File: config.mk
export PLATFORM = sky130hd
export DESIGN_NAME = vx_barrier_unit
export DESIGN_NICKNAME = d
export VERILOG_FILES = /design/src/rtl/vx_barrier_unit.sv
export SDC_FILE = /design/constraint.sdc
export NUM_CORES = 1
export LEC_CHECK = 0
export ABC_CLOCK_PERIOD_IN_PS = 2350
export BUFFER_PORTS_ARGS = -buffer_cell sky130_fd_sc_hd__buf_2
export CORE_MARGIN = 1.5
export CORE_UTILIZATION = 45
export CTS_CLUSTER_DIAMETER = 40
export CTS_CLUSTER_SIZE = 16
export DETAILED_ROUTE_END_ITERATION = 10
export GPL_TIMING_DRIVEN = 0
export PLACE_DENSITY = 0.62
export SKIP_LAST_GASP = 1
export SLEW_MARGIN = 20
export SYNTH_ARGS = -nofsm -noshare
export SYNTH_HDL_FRONTEND = slang
export SYNTH_SLANG_ARGS = --single-unit
File: constraint.sdc
create_clock -name clk -period 2.35 [get_ports clk]
set_input_delay 0.235 -clock clk [delete_from_list [all_inputs] [get_ports clk]]
set_output_delay 0.235 -clock clk [all_outputs]
set_load 0.005 [all_outputs]
File: src/rtl/vx_barrier_unit.sv
// Warp barrier controller: tracks warp arrivals per barrier ID, stalls arrived warps,
// and releases all participants together when the last expected warp arrives.
module vx_barrier_unit #(
    parameter int NUM_WARPS    = 4,
    parameter int NUM_BARRIERS = 4,
    parameter int NW_BITS      = (NUM_WARPS > 1) ? $clog2(NUM_WARPS) : 1,
    parameter int NB_BITS      = (NUM_BARRIERS > 1) ? $clog2(NUM_BARRIERS) : 1
) (
    input  logic                 clk,
    input  logic                 reset,
    input  logic                 bar_valid,
    input  logic [NW_BITS-1:0]   bar_wid,
    input  logic [NB_BITS-1:0]   bar_id,
    input  logic [NW_BITS-1:0]   bar_size_m1,
    input  logic [NUM_WARPS-1:0] warp_flush,
    output logic [NUM_WARPS-1:0] stall_mask,
    output logic                 release_valid,
    output logic [NB_BITS-1:0]   release_id,
    output logic [NUM_WARPS-1:0] release_mask
);

    typedef enum logic {
        BAR_IDLE = 1'b0,
        BAR_WAIT = 1'b1
    } bar_state_e;

    localparam logic [NW_BITS-1:0] ONE_CNT = NW_BITS'(1);

    bar_state_e           state_q [NUM_BARRIERS];
    bar_state_e           state_d [NUM_BARRIERS];
    logic [NW_BITS-1:0]   size_q  [NUM_BARRIERS];
    logic [NW_BITS-1:0]   size_d  [NUM_BARRIERS];
    logic [NW_BITS-1:0]   cnt_q   [NUM_BARRIERS];
    logic [NW_BITS-1:0]   cnt_d   [NUM_BARRIERS];
    logic [NUM_WARPS-1:0] mask_q  [NUM_BARRIERS];
    logic [NUM_WARPS-1:0] mask_d  [NUM_BARRIERS];

    logic [NUM_WARPS-1:0] req_bit;
    logic [NUM_WARPS-1:0] stall_d;
    logic                 rel_valid_d;
    logic [NB_BITS-1:0]   rel_id_d;
    logic [NUM_WARPS-1:0] rel_mask_d;

    // NOTE: every variable gets a default before any branch so no path leaves it unassigned (no latches).
    always_comb begin
        state_d     = state_q;
        size_d      = size_q;
        cnt_d       = cnt_q;
        mask_d      = mask_q;
        rel_valid_d = 1'b0;
        rel_id_d    = '0;
        rel_mask_d  = '0;
        stall_d     = '0;
        req_bit     = '0;
        req_bit[bar_wid] = 1'b1;

        // Flushed warps leave first, so a same-cycle request sees the post-flush barrier.
        for (int b = 0; b < NUM_BARRIERS; b++) begin
            for (int w = 0; w < NUM_WARPS; w++) begin
                if (mask_q[b][w] && warp_flush[w]) begin
                    mask_d[b][w] = 1'b0;
                    cnt_d[b]     = cnt_d[b] - ONE_CNT;
                end
            end
            if (state_q[b] == BAR_WAIT && mask_d[b] == '0) begin
                state_d[b] = BAR_IDLE;
                cnt_d[b]   = '0;
            end
        end

        if (bar_valid && !warp_flush[bar_wid]) begin
            case (state_d[bar_id])
                BAR_IDLE: begin
                    if (bar_size_m1 == '0) begin
                        rel_valid_d = 1'b1;
                        rel_id_d    = bar_id;
                        rel_mask_d  = req_bit;
                    end else begin
                        state_d[bar_id] = BAR_WAIT;
                        size_d[bar_id]  = bar_size_m1;
                        cnt_d[bar_id]   = ONE_CNT;
                        mask_d[bar_id]  = req_bit;
                    end
                end
                BAR_WAIT: begin
                    if ((mask_d[bar_id] & req_bit) != '0) begin
                        // Repeat arrival of a waiting warp changes nothing.
                    end else if (cnt_d[bar_id] == size_d[bar_id]) begin
                        rel_valid_d     = 1'b1;
                        rel_id_d        = bar_id;
                        rel_mask_d      = mask_d[bar_id] | req_bit;
                        state_d[bar_id] = BAR_IDLE;
                        cnt_d[bar_id]   = '0;
                        mask_d[bar_id]  = '0;
                    end else begin
                        cnt_d[bar_id]  = cnt_d[bar_id] + ONE_CNT;
                        mask_d[bar_id] = mask_d[bar_id] | req_bit;
                    end
                end
                default: ;
            endcase
        end

        for (int b = 0; b < NUM_BARRIERS; b++) begin
            stall_d = stall_d | mask_d[b];
        end
    end

    // NOTE: sequential state uses non-blocking assignments so all registers update together.
    // NOTE: the per-barrier arrays are small control state and are cleared on reset, unlike a RAM.
    always_ff @(posedge clk) begin
        if (reset) begin
            for (int b = 0; b < NUM_BARRIERS; b++) begin
                state_q[b] <= BAR_IDLE;
                size_q[b]  <= '0;
                cnt_q[b]   <= '0;
                mask_q[b]  <= '0;
            end
            stall_mask    <= '0;
            release_valid <= 1'b0;
            release_id    <= '0;
            release_mask  <= '0;
        end else begin
            for (int b = 0; b < NUM_BARRIERS; b++) begin
                state_q[b] <= state_d[b];
                size_q[b]  <= size_d[b];
                cnt_q[b]   <= cnt_d[b];
                mask_q[b]  <= mask_d[b];
            end
            stall_mask    <= stall_d;
            release_valid <= rel_valid_d;
            release_id    <= rel_id_d;
            release_mask  <= rel_mask_d;
        end
    end

endmodule

# Yosys cells after proc, flatten, opt, wreduce, memory -nomap -nowiden
# Cells that the tools add are included.
# totals
register_bits	47
in_bits	13
# classes
add_sub_neg	17
order_cmp	4
eq_ne	1
muxes	93
bitwise	19
reduce_logical	32
# op_table
cell	n
16-bit two-way mux	4
2-bit two-way mux	28
4-bit two-way mux	10
16-bit bitwise mux	2
8-bit two-way mux	4
16-bit case mux with 2 select lines	1
2-bit by 1-bit subtractor with 2-bit output (second input constant)	16
1-bit two-way mux	28
4-bit bitwise OR	6
1-bit logical AND	23
16-bit AND	1
8-bit bitwise mux	2
4-bit logical NOT	4
16-bit NOT	1
4-bit case mux with 2 select lines	2
8-bit case mux with 2 select lines	1
4-bit AND	3
8-bit AND	1
2-bit binary-select mux with 2-bit select	2
4-bit binary-select mux with 2-bit select	1
4-bit demux with 2-bit select	1
4-bit NOT	2
8-bit NOT	1
1-bit binary-select mux with 2-bit select	2
other kinds (17)	20

# Logic depth before layout (Yosys ltp)
# Gate-level depths: netlist of run 1.
# depth
ltp_word	20
ltp_mapped	11
mapped_depth_nobuf	9

# Least setup slack after synthesis of run 1
# Ideal clock, no wire load.
# synth_timing
path_kind	register to register
from	register mask_q[1] in the netlist's numbering
to	register stall_mask[0]
arrival_ns	2.500
required_ns	2.272
setup_slack_ns	-0.227
path_stages_with_launch	10
path_buffers	0
cell_sequence	dfxtp_1 > and2_2 > xnor3_1 > maj3_2 > xnor2_1 > a32oi_2 > xnor2_2 > a32o_2 > a221o_1 > a41oi_2
# synth_via
elab_chain_cells	18
# synth_rtl
element	line_no	rtl
start: declaration	35	logic [NUM_WARPS-1:0] mask_q [NUM_BARRIERS];
start signal: indexed assignment	128	mask_q[b] <= mask_d[b];
1-bit logical AND	60	if (mask_q[b][w] && warp_flush[w]) begin
2-bit two-way mux	60	
2-bit by 1-bit subtractor with 2-bit output	62	cnt_d[b] = cnt_d[b] - ONE_CNT;
2-bit two-way mux	60	
2-bit by 1-bit subtractor with 2-bit output	62	
2-bit two-way mux	60	
2-bit two-way mux	65	if (state_q[b] == BAR_WAIT && mask_d[b] == '0) begin
2-bit binary-select mux with 2-bit select	88	end else if (cnt_d[bar_id] == size_d[bar_id]) begin
2-bit two-way mux (not written as such) (2 in series)	88	
2-bit equality test	88	
16-bit two-way mux	88	
16-bit two-way mux	86	if ((mask_d[bar_id] & req_bit) != '0) begin
16-bit case mux with 2 select lines *	72	case (state_d[bar_id])
16-bit two-way mux *	71	if (bar_valid && !warp_flush[bar_wid]) begin
4-bit bitwise OR (2 in series)	105	stall_d = stall_d | mask_d[b];
4-bit bitwise OR *	105	
end signal: assignment	130	stall_mask <= stall_d;
end: declaration	16	output logic [NUM_WARPS-1:0] stall_mask,
# Every way passes the cells marked *; elsewhere a longest branch is shown, timed or not. The select of a mux whose other input is x is not followed.
# A chain may end at the register's enable or synchronous reset.

# Final worst setup path of run 1
# layout_timing
from	register mask_q[8] in the netlist's numbering
to	register stall_mask[3]
# layout_via
elab_chain_cells	20
# layout_rtl
element	line_no
1-bit logical AND	60
2-bit two-way mux	60
2-bit by 1-bit subtractor with 2-bit output	62
2-bit two-way mux	60
2-bit by 1-bit subtractor with 2-bit output	62
2-bit two-way mux	60
2-bit by 1-bit subtractor with 2-bit output	62
2-bit two-way mux	60
[2 not listed]	-
2-bit two-way mux (not written as such) (2 in series)	88
2-bit equality test	88
16-bit two-way mux	88
16-bit two-way mux	86
16-bit case mux with 2 select lines *	72
16-bit two-way mux *	71
4-bit bitwise OR (2 in series)	105
4-bit bitwise OR *	105
# Marks and branches as above.

==> results of run 1 <==
-- report_power, final --
part	switching (mW)	internal (mW)	leakage, nW
Combinational	0.342	0.254	1.21
Clock	0.307	0.323	0.0587
Sequential	0.0152	0.819	0.383
Total	0.664	1.40	1.66
-- flip-flops by register name, indices dropped and copies added, names as in the netlist --
register	cells
release_valid	1
release_mask	4
release_id	2
stall_mask	4
mask_q	16
state_q	4
cnt_q	8
size_q	8
-- cells in the mapped netlist (3+ instances only) --
cell,n
mux2i_1,10
o211ai_1,3
a21oi_1,31
xnor2_1,14
nand4_1,6
nand2_1,35
nor2_1,48
o21ai_1,9
and2_1,13
o21ai_0,9
clkbuf_1,7
and3_1,3
o22ai_1,3
dfxtp_1,47
a211oi_2,4
nand3_1,9
nand2b_1,12
a21o_1,5
mux4_2,7
xnor2_2,5
maj3_2,6
xnor3_1,4
buf_6,3
nor3_1,8
inv_1,8
a221oi_1,5
nor2b_1,21
a41oi_2,5
buf_2,6
and2_4,3
nor4_1,5
-- cell families (layout without fill, tap and decap cells) --
kind of cell,after synthesis,after routing,share of synthesized area (%)
flops,47,47,27.5
buf+inv,29,85,4.17
xor+xnor,25,25,9.11
mux,18,18,7.97
compound gates,100,100,22.8
fa+ha+maj,7,7,2.27
simple gates,172,172,26.2
-- metal layers --
| metal | wire (um) | track usage [%] |
|---|---|---|
| met3 | 923 | 4.57 |
| met1 | 5070 | 40.1 |
| met4 | 591 | 12.7 |
| met5 | 0 | 0 |
| met2 | 5280 | 46.0 |
-- cell usage in the layout, fill, tap and decap left out, types with 5 or more instances in the layout --
cell | synthesis | layout
a21o_1 | 5 | 5
a21oi_1 | 31 | 24
a21oi_4 | 0 | 5
and2_1 | 13 | 11
and2_4 | 3 | 5
buf_2 | 6 | 27
buf_4 | 1 | 20
buf_6 | 3 | 6
clkbuf_1 | 7 | 5
clkbuf_8 | 0 | 5
dfxtp_1 | 47 | 42
inv_1 | 8 | 8
maj3_2 | 6 | 6
mux2i_1 | 10 | 10
mux4_2 | 7 | 7
nand2_1 | 35 | 30
nand2_2 | 0 | 5
nand2b_1 | 12 | 12
nand3_1 | 9 | 7
nand4_1 | 6 | 6
nor2_1 | 48 | 43
nor2b_1 | 21 | 10
nor2b_2 | 0 | 8
nor4_1 | 5 | 5
o21ai_0 | 9 | 7
o21ai_4 | 0 | 7
xnor2_1 | 14 | 12
xnor2_2 | 5 | 5
-- how the worst max path moves through the flow --
stage	endpoint	slack (ps)	depth (start not counted)
2_1_floorplan	stall_mask[2]	-150	11
3_3_place_gp	stall_mask[0]	-940	10
3_5_place_dp	stall_mask[1]	-960	10
4_1_cts	stall_mask[0]	-560	11
5_1_grt	stall_mask[3]	-660	11
6_report	stall_mask[3]	-580	9
-- repair_timing --
action	in CTS	in global routing
endpoints found under the setup margin	45	47
pin swaps	11	19
resized for setup	51	23
endpoints found under the hold margin	0	0
gates cloned	1	0
setup buffers	15	12
-- worst register-to-register path: stages, from the launching register on --
cell     delay [ps]
dfxtp_1         390
nor2b_1         330
o41ai_4         150
mux4_2          580
buf_4           190
nor4_1          380
o21ai_1         190
a32o_1          270
a21oi_4         170
a41oi_2         110
-- through the flow --
stage | instances | area, sq um | utilization (%)
2_1_floorplan | 398 | 3590 | -
3_3_place_gp | 518 | 3820 | 52.4
3_5_place_dp | 518 | 3820 | 52.4
4_1_cts | 542 | 4320 | 59.2
5_1_grt | 553 | 4490 | 61.6
6_report | 553 | 4490 | 61.6
-- layout make-up --
cell class	count	share of cell area (%)
buffer	19	3.04
clock buffer	5	1.53
clock inverter	3	1.06
inverter	10	0.892
multi-input combinational	322	61.9
sequential	47	21.2
tap	99	2.76
timing repair buffer	48	7.64
==> reports/summary.txt, run 1 <==
Status: complete, but fails checks
Failing checks: setup timing
Mean Syn Cell Area: 8.59 sq um
Synth top area share: 27.5%
GPL Wtd Cong: 0.942
Hold Fails Final Rpt: 0
Die Y: 90.2 um
Register area share after synthesis: 27.5%
Pre-CTS setup slack: -962 ps
Post-synthesis instance area: 3420 sq um
Clock sink count: 47
Largest cells by area after synthesis: dfxtp_1 28%, nor2_1 5.3%, mux4_2 4.6%
RR Endpoint: stall_mask[3]
DRT Pass-1 Iters: 5
Initial core utilization: 46.9%
Crit path kind: flop to flop
H-tree depth: 2
Number of global-route vias before repair: 3,371
Max incr delay on CP: 580 ps
Reg area: 950 sq um
Grt total ovfl: 0
CP Capture Type: flop
First-pass GRT wire length: 18.6 mm
WL final: 11.9 mm
Slowest library cell on the worst path: mux4_2
Layout cell share with drive strength beyond 1: 38.1%
Number of buffers and inverters on the critical path: 1
TritonCTS Buffers: 5
Max Cap Viol: 0
Hold EP: size_q[3]
Fill count: 682
Max rail drop VDD: 0.000276 V
Worst-margin pin slew: 902 ps
Antenna-violating nets left: 0
Fin crit period: 2930 ps
DR vias/cell: 6.21
Clock buffer depth: 2
Max Slew Vio Count: 0
Die X-Extent: 90.2 um
Synth area leader: dfxtp_1
Fin crit share: 125%
Num ports: 24
Largest net degree at the start of global routing: 17
Hold Slack: 226 ps
Synth unique cells: 64
Leak: 1.66 nW
DRC: 0
Critical Path Start Type: flop
Reg2reg setup slack: -580 ps
Clk Latency, worst-skew pair: 320 ps
Yosys reg bits: 47
Worst reg2reg startpoint: mask_q[8]
Hpwl dp: 8.52 mm
YS warnings: 0
CP Max Fanout: 7
Port Buffer Count: 21
# setup viols final: 41
Inserted Diodes: 0
Ratio of total power to cell area: 459 nW/um^2
Initial DRC count: 504
Most used flip-flop cell after synthesis: dfxtp_1
Post-synth EDFFs: 0
Setup TNS: -17,520 ps
Relative slew slack: 39.9%
Crit path max-delay family: compound AO/OA/AOI/OAI gates
Layout area overhead: 31.2%
Final nets: 466
Cell chain of the critical path: nor2b_1 > o41ai_4 > mux4_2 > buf_4 > nor4_1 > o21ai_1 > a32o_1 > a21oi_4 > a41oi_2
Tot Pwr: 2.06 mW
Register-to-Register Path Depth: 9
Total GRT Usage: 29.4%
Num rows: 31
FMAX: 341 MHz
Antenna violations before repair: 0
Vias: 3,432
Post-route setup slack: -581 ps
Min-Delay Path Depth: 3
Worst Path Required: 2500 ps
Clk pin slew, worst setup/hold paths: 100 ps
Synthesized instance count: 398
Synthesized net count: 411
TritonCTS clock tree: done
Post-cts hold buffer count: 0
RSZ-0062 raised after global routing: true
Crit. Startpoint: mask_q[8]
Clock Root Buffer: clkbuf_8
Worst Path Arrival: 3080 ps
Final Skew: 13.2 ps
Hold WC Path Type: primary input to flop
DIE AREA: 8130 sq um
Wire length per cell: 21.5 um
Multi-input logic area: 2780 sq um
Critical hold path startpoint: bar_size_m1[1]
Core area: 7290 sq um
Async SR Flop Fraction: 0%
Power figures use the tool's default switching activity.
==> inputs of run 2 (changes only) <==
--- a/config.mk
+++ b/config.mk
@@ -10,3 +10,3 @@
 export CORE_MARGIN = 1.5
-export CORE_UTILIZATION = 45
+export CORE_UTILIZATION = 40
 export CTS_CLUSTER_DIAMETER = 40
@@ -15,3 +15,3 @@
 export GPL_TIMING_DRIVEN = 0
-export PLACE_DENSITY = 0.62
+export PLACE_DENSITY = 0.56
 export SKIP_LAST_GASP = 1
--- a/constraint.sdc
+++ b/constraint.sdc
@@ -3,2 +3,2 @@
 set_output_delay 0.235 -clock clk [all_outputs]
-set_load 0.005 [all_outputs]
+set_load 0.05 [all_outputs]
==> reports/summary.txt, run 2 (synthesis gave the netlist of run 1 again) <==
Antenna-violating nets left: 0
Layer carrying the most global-route usage: met2
GPL Wtd Cong: 0.956
Fin crit period: 2920 ps
Inserted Diodes: 0
Failing checks: setup timing
First-pass GRT wire length: 17.8 mm
Vias: 3,249
Min-Delay Path Depth: 3
Clock sink count: 47
Antenna violations before repair: 0
M2 GR Usage: 43.6%
Final nets: 454
Max Slew Vio Count: 0
Crit path kind: flop to flop
WL final: 11.5 mm
TritonCTS clock tree: done
Worst Path Arrival: 3070 ps
Biggest regs: mask_q (16), cnt_q (8), size_q (8)
Die Y: 95.5 um
Most frequent cells in the layout: 44 x nor2_1, 42 x dfxtp_1, 34 x nand2_1
Num rows: 33
CP Max Fanout: 10
Port Buffer Count: 21
Fin crit share: 124%
Register-to-Register Path Depth: 10
Met3 usage: 3.83%
Clk pin slew, worst setup/hold paths: 90 ps
Largest net degree at the start of global routing: 15
# setup viols final: 39
Initial DRC count: 291
Layout cell share with drive strength beyond 1: 36.0%
Grt total ovfl: 0
DRT Pass-1 Iters: 5
Max Cap Viol: 0
DR vias/cell: 5.94
Core area: 8260 sq um
Max rail drop VDD: 0.000247 V
Hpwl dp: 8.63 mm
CP Capture Type: flop
Ratio of total power to cell area: 475 nW/um^2
Hold Fails Final Rpt: 0
Die X-Extent: 95.5 um
TritonCTS Buffers: 5
Fill count: 798
Total GRT Usage: 26.4%
DRC: 0
Clock Root Buffer: clkbuf_8
Leak: 1.57 nW
Clock buffer depth: 2
FMAX: 342 MHz
H-tree depth: 2
Wire length per cell: 21.1 um
Worst-margin pin slew: 858 ps
Initial core utilization: 41.4%
Status: complete, but fails checks
Number of flip-flops under the largest register name: 16
Layout area overhead: 25.5%
Post-cts hold buffer count: 0
Number of global-route vias before repair: 3,202
DIE AREA: 9120 sq um
RSZ-0062 raised after global routing: true
Final Skew: 9.78 ps
Placed Cells incl. Taps: 524
Met1 Usage GRT: 35.5%
Critical Path Start Type: flop
Post-route setup slack: -572 ps
Num ports: 24
Most common cell after layout, fill and taps aside: nor2_1
Most flops, register: mask_q
Non-Filler Instances: 547
Relative slew slack: 42.8%
Pre-CTS setup slack: -908 ps
Hold WC Path Type: primary input to flop
Worst Path Required: 2500 ps
Clk Latency, worst-skew pair: 310 ps
[run 2: cell count changes in the layout (fill, tap and decap cells not counted), sizes merged]
cell,previous run,this run
buf,60,48
clkbuf,12,13
inv,11,10
[run 2: critical path: stages, from the launching register on]
cell	delay (ps)
dfxtp_4	380
and2_4	160
xnor3_1	360
maj3_2	330
xnor2_2	160
a32oi_2	370
xnor2_2	190
a32oi_4	220
buf_12	220
o21ai_2	200
a41oi_2	160
[run 2: layout make-up]
type	count	area [sq um]	share of cell area, %
Tap cell	105	131	3.06
Multi-Input combinational cell	322	2690	62.7
Timing Repair Buffer	36	229	5.33
Clock inverter	2	35.0	0.816
Clock buffer	6	82.6	1.92
Buffer	19	135	3.15
Inverter	10	37.5	0.874
Sequential cell	47	950	22.1
[run 2: routing by layer]
| metal | part of all wire, % | wire, um |
|---|---|---|
| met2 | 47 | 5420 |
| met4 | 1.5 | 177 |
| met1 | 45 | 5190 |
| met5 | 0 | 0 |
| met3 | 6.4 | 735 |
[run 2: path summary, 6_finish.rpt]
kind                                      from            end  slack, ps
worst min-delay path            bar_size_m1[1]      size_q[3]        250
worst max-delay path                 mask_q[0]  stall_mask[0]       -570
worst max register to register       mask_q[0]  stall_mask[0]       -570
worst min register to register       size_q[3]      size_q[3]        460
[run 2: metrics by stage]
step	setup TNS [ps]	power, mW	hold WS (ps)	util [%]	cell area, sq um
6_report	-17440	2.04	250	52.0	4290
5_1_grt	-20120	2.11	269	52.0	4290
4_1_cts	-16320	2.02	250	50.5	4170
3_5_place_dp	-27250	1.32	448	46.3	3820
3_3_place_gp	-28270	1.32	446	46.3	3820
2_1_floorplan	-1990	1.20	379	-	3590
[run 2: power breakdown]
group / switching (mW) / internal, mW
Combinational: 0.335 / 0.221
Clock: 0.305 / 0.345
Sequential: 0.0146 / 0.819
[run 2: what timing repair did]
item | CTS | global route
setup endpoints to repair | 45 | 44
setup buffers | 9 | 6
pin swaps | 6 | 7
gates resized for setup | 35 | 20
==> inputs of run 3 (changes only) <==
Settings changed: ABC_CLOCK_PERIOD_IN_PS 2350 to 2500, CORE_UTILIZATION 40 to 50, PLACE_DENSITY 0.56 to 0.68.
Clock period 2.35 ns to 2.5 ns, I/O delays scaled along.
==> reports/summary.txt, run 3 (synthesis gave the netlist of run 1 again) <==
Status: complete, but fails checks
Failing checks: setup timing
Worst reg2reg startpoint: mask_q[7]
Clock buffer depth: 2
Initial DRC count: 383
Worst Path Arrival: 3120 ps
Worst Path Required: 2750 ps
Vias: 3,472
WL final: 12.0 mm
Layout cell share with drive strength beyond 1: 37.1%
Hold Slack: 235 ps
Clock sink count: 47
Post-route setup slack: -374 ps
Clk Latency, worst-skew pair: 310 ps
Worst path depth: 9
Psw: 0.613 mW
Port Buffer Count: 21
Fin crit period: 2870 ps
Tot Pwr: 1.99 mW
Sequential power share: 39.4%
First-pass GRT wire length: 18.9 mm
Most flops, register: mask_q
Hold WC Path Type: primary input to flop
DRT Pass-1 Iters: 5
Crit path max-delay family: simple AND/OR/NAND/NOR gates
Share of power burned in the clock network: 34.5%
TritonCTS Buffers: 5
Grt total ovfl: 0
Cell chain of the critical path: nor2b_4 > nor4_1 > a21o_1 > xnor2_1 > mux2i_1 > a32oi_4 > buf_6 > or3b_1 > a21oi_1
Clock Root Buffer: clkbuf_8
Relative slew slack: 44.1%
Antenna-violating nets left: 0
Most frequent cells in the layout: 46 x nor2_1, 42 x dfxtp_1, 33 x nand2_1
TritonCTS clock tree: done
Fin crit share: 115%
Leak: 1.60 nW
H-tree depth: 2
Clk pin slew, worst setup/hold paths: 90 ps
Number of global-route vias before repair: 3,330
Internal: 1.37 mW
Final Skew: 7.79 ps
FMAX: 348 MHz
Die X-Extent: 85.7 um
CP Max Fanout: 6
RR Endpoint: release_mask[3]
Biggest regs: mask_q (16), cnt_q (8), size_q (8)
Total GRT Usage: 34.3%
Max Cap Viol: 0
Num ports: 24
Wire length per cell: 23.0 um
Max rail drop VDD: 0.000264 V
Max incr delay on CP: 690 ps
Number of flip-flops under the largest register name: 16
# setup viols final: 41
DRC: 0
Inserted Diodes: 0
Largest net degree at the start of global routing: 15
Crit. Startpoint: mask_q[7]
Post-cts hold buffer count: 0
DR vias/cell: 6.63
Reg2reg setup slack: -370 ps
Final nets: 459
Number of buffers and inverters on the critical path: 1
Critical Path Start Type: flop
Sw Share: 30.8%
DIE AREA: 7350 sq um
Max Slew Vio Count: 0
Most common cell after layout, fill and taps aside: nor2_1
CP Capture Type: flop
Register-to-Register Path Depth: 9
Crit path capture: release_mask[3]
Antenna violations before repair: 1
Num rows: 29
Core area: 6490 sq um
Initial core utilization: 52.7%
Ratio of total power to cell area: 463 nW/um^2
Comb pwr share: 26.1%
Slowest library cell on the worst path: nor4_1
Worst-margin pin slew: 839 ps
Hpwl dp: 8.69 mm
Layout area overhead: 25.5%
RSZ-0062 raised after global routing: true
GPL Wtd Cong: 1.04
Fill count: 553
Crit path kind: flop to flop
Hold Fails Final Rpt: 0
Die Y: 85.7 um
run 3: cell type report:
| type | instances | area [sq um] | share of cell area (%) |
|---|---|---|---|
| Timing Repair Buffer | 40 | 268 | 6.24 |
| Clock inverter | 2 | 60.1 | 1.40 |
| Multi-Input combinational cell | 323 | 2690 | 62.7 |
| Buffer | 19 | 114 | 2.65 |
| Tap cell | 77 | 96.3 | 2.24 |
| Sequential cell | 47 | 952 | 22.2 |
| Clock buffer | 6 | 72.6 | 1.69 |
| Inverter | 10 | 37.5 | 0.874 |
run 3: how the worst min path moves through the flow:
stage | depth (start not counted) | startpoint | slack (ps) | to
2_1_floorplan | 2 | bar_size_m1[0] | 390 | size_q[4]
3_3_place_gp | 2 | size_q[3] | 450 | size_q[3]
3_5_place_dp | 2 | size_q[3] | 450 | size_q[3]
4_1_cts | 3 | bar_size_m1[0] | 240 | size_q[2]
5_1_grt | 3 | bar_size_m1[1] | 250 | size_q[3]
6_report | 3 | bar_size_m1[1] | 230 | size_q[3]
run 3: timing repair:
item / CTS / global route
gates resized for setup: 52 / 20
cloned: 1 / 0
pin swaps: 8 / 11
setup endpoints to repair: 45 / 41
buffers inserted: 11 / 8
run 3: worst reg2reg max path: stages (launching register included):
cell	delay, ps
dfxtp_1	350
nor2b_4	160
nor4_1	700
a21o_1	290
xnor2_1	80
mux2i_1	290
a32oi_4	260
buf_6	180
or3b_1	350
a21oi_1	150
run 3: power by group through the flow:
stage	sequential, mW	clock (mW)	combinational [mW]
after CTS	0.783	0.683	0.479
after global placement	0.800	0	0.419
after floorplan	0.816	0	0.293
after global routing	0.785	0.720	0.542
after detailed placement	0.801	0	0.420
final	0.783	0.686	0.518
run 3: metrics by stage:
stage / TNS (ps) / util, % / cell area, sq um / setup WS (ps) / cells
floorplan: 0 / - / 3490 / 4.48 / 398
global placement: -20040 / 56.9 / 3700 / -727 / 496
detailed placement: -20190 / 56.9 / 3700 / -760 / 496
CTS: -7800 / 63.9 / 4150 / -327 / 516
global route: -11670 / 66.1 / 4290 / -430 / 524
finish: -9350 / 66.1 / 4290 / -374 / 524
run 3: metal layers:
layer  up-vias  routed length [um]  global-route usage (%)
met5         -                  17                       0
met4         2                 498                    15.8
met3        53                1080                    4.62
met2       211                5360                    52.3
met1      1662                5080                    48.0
li1       1544                   -                       -
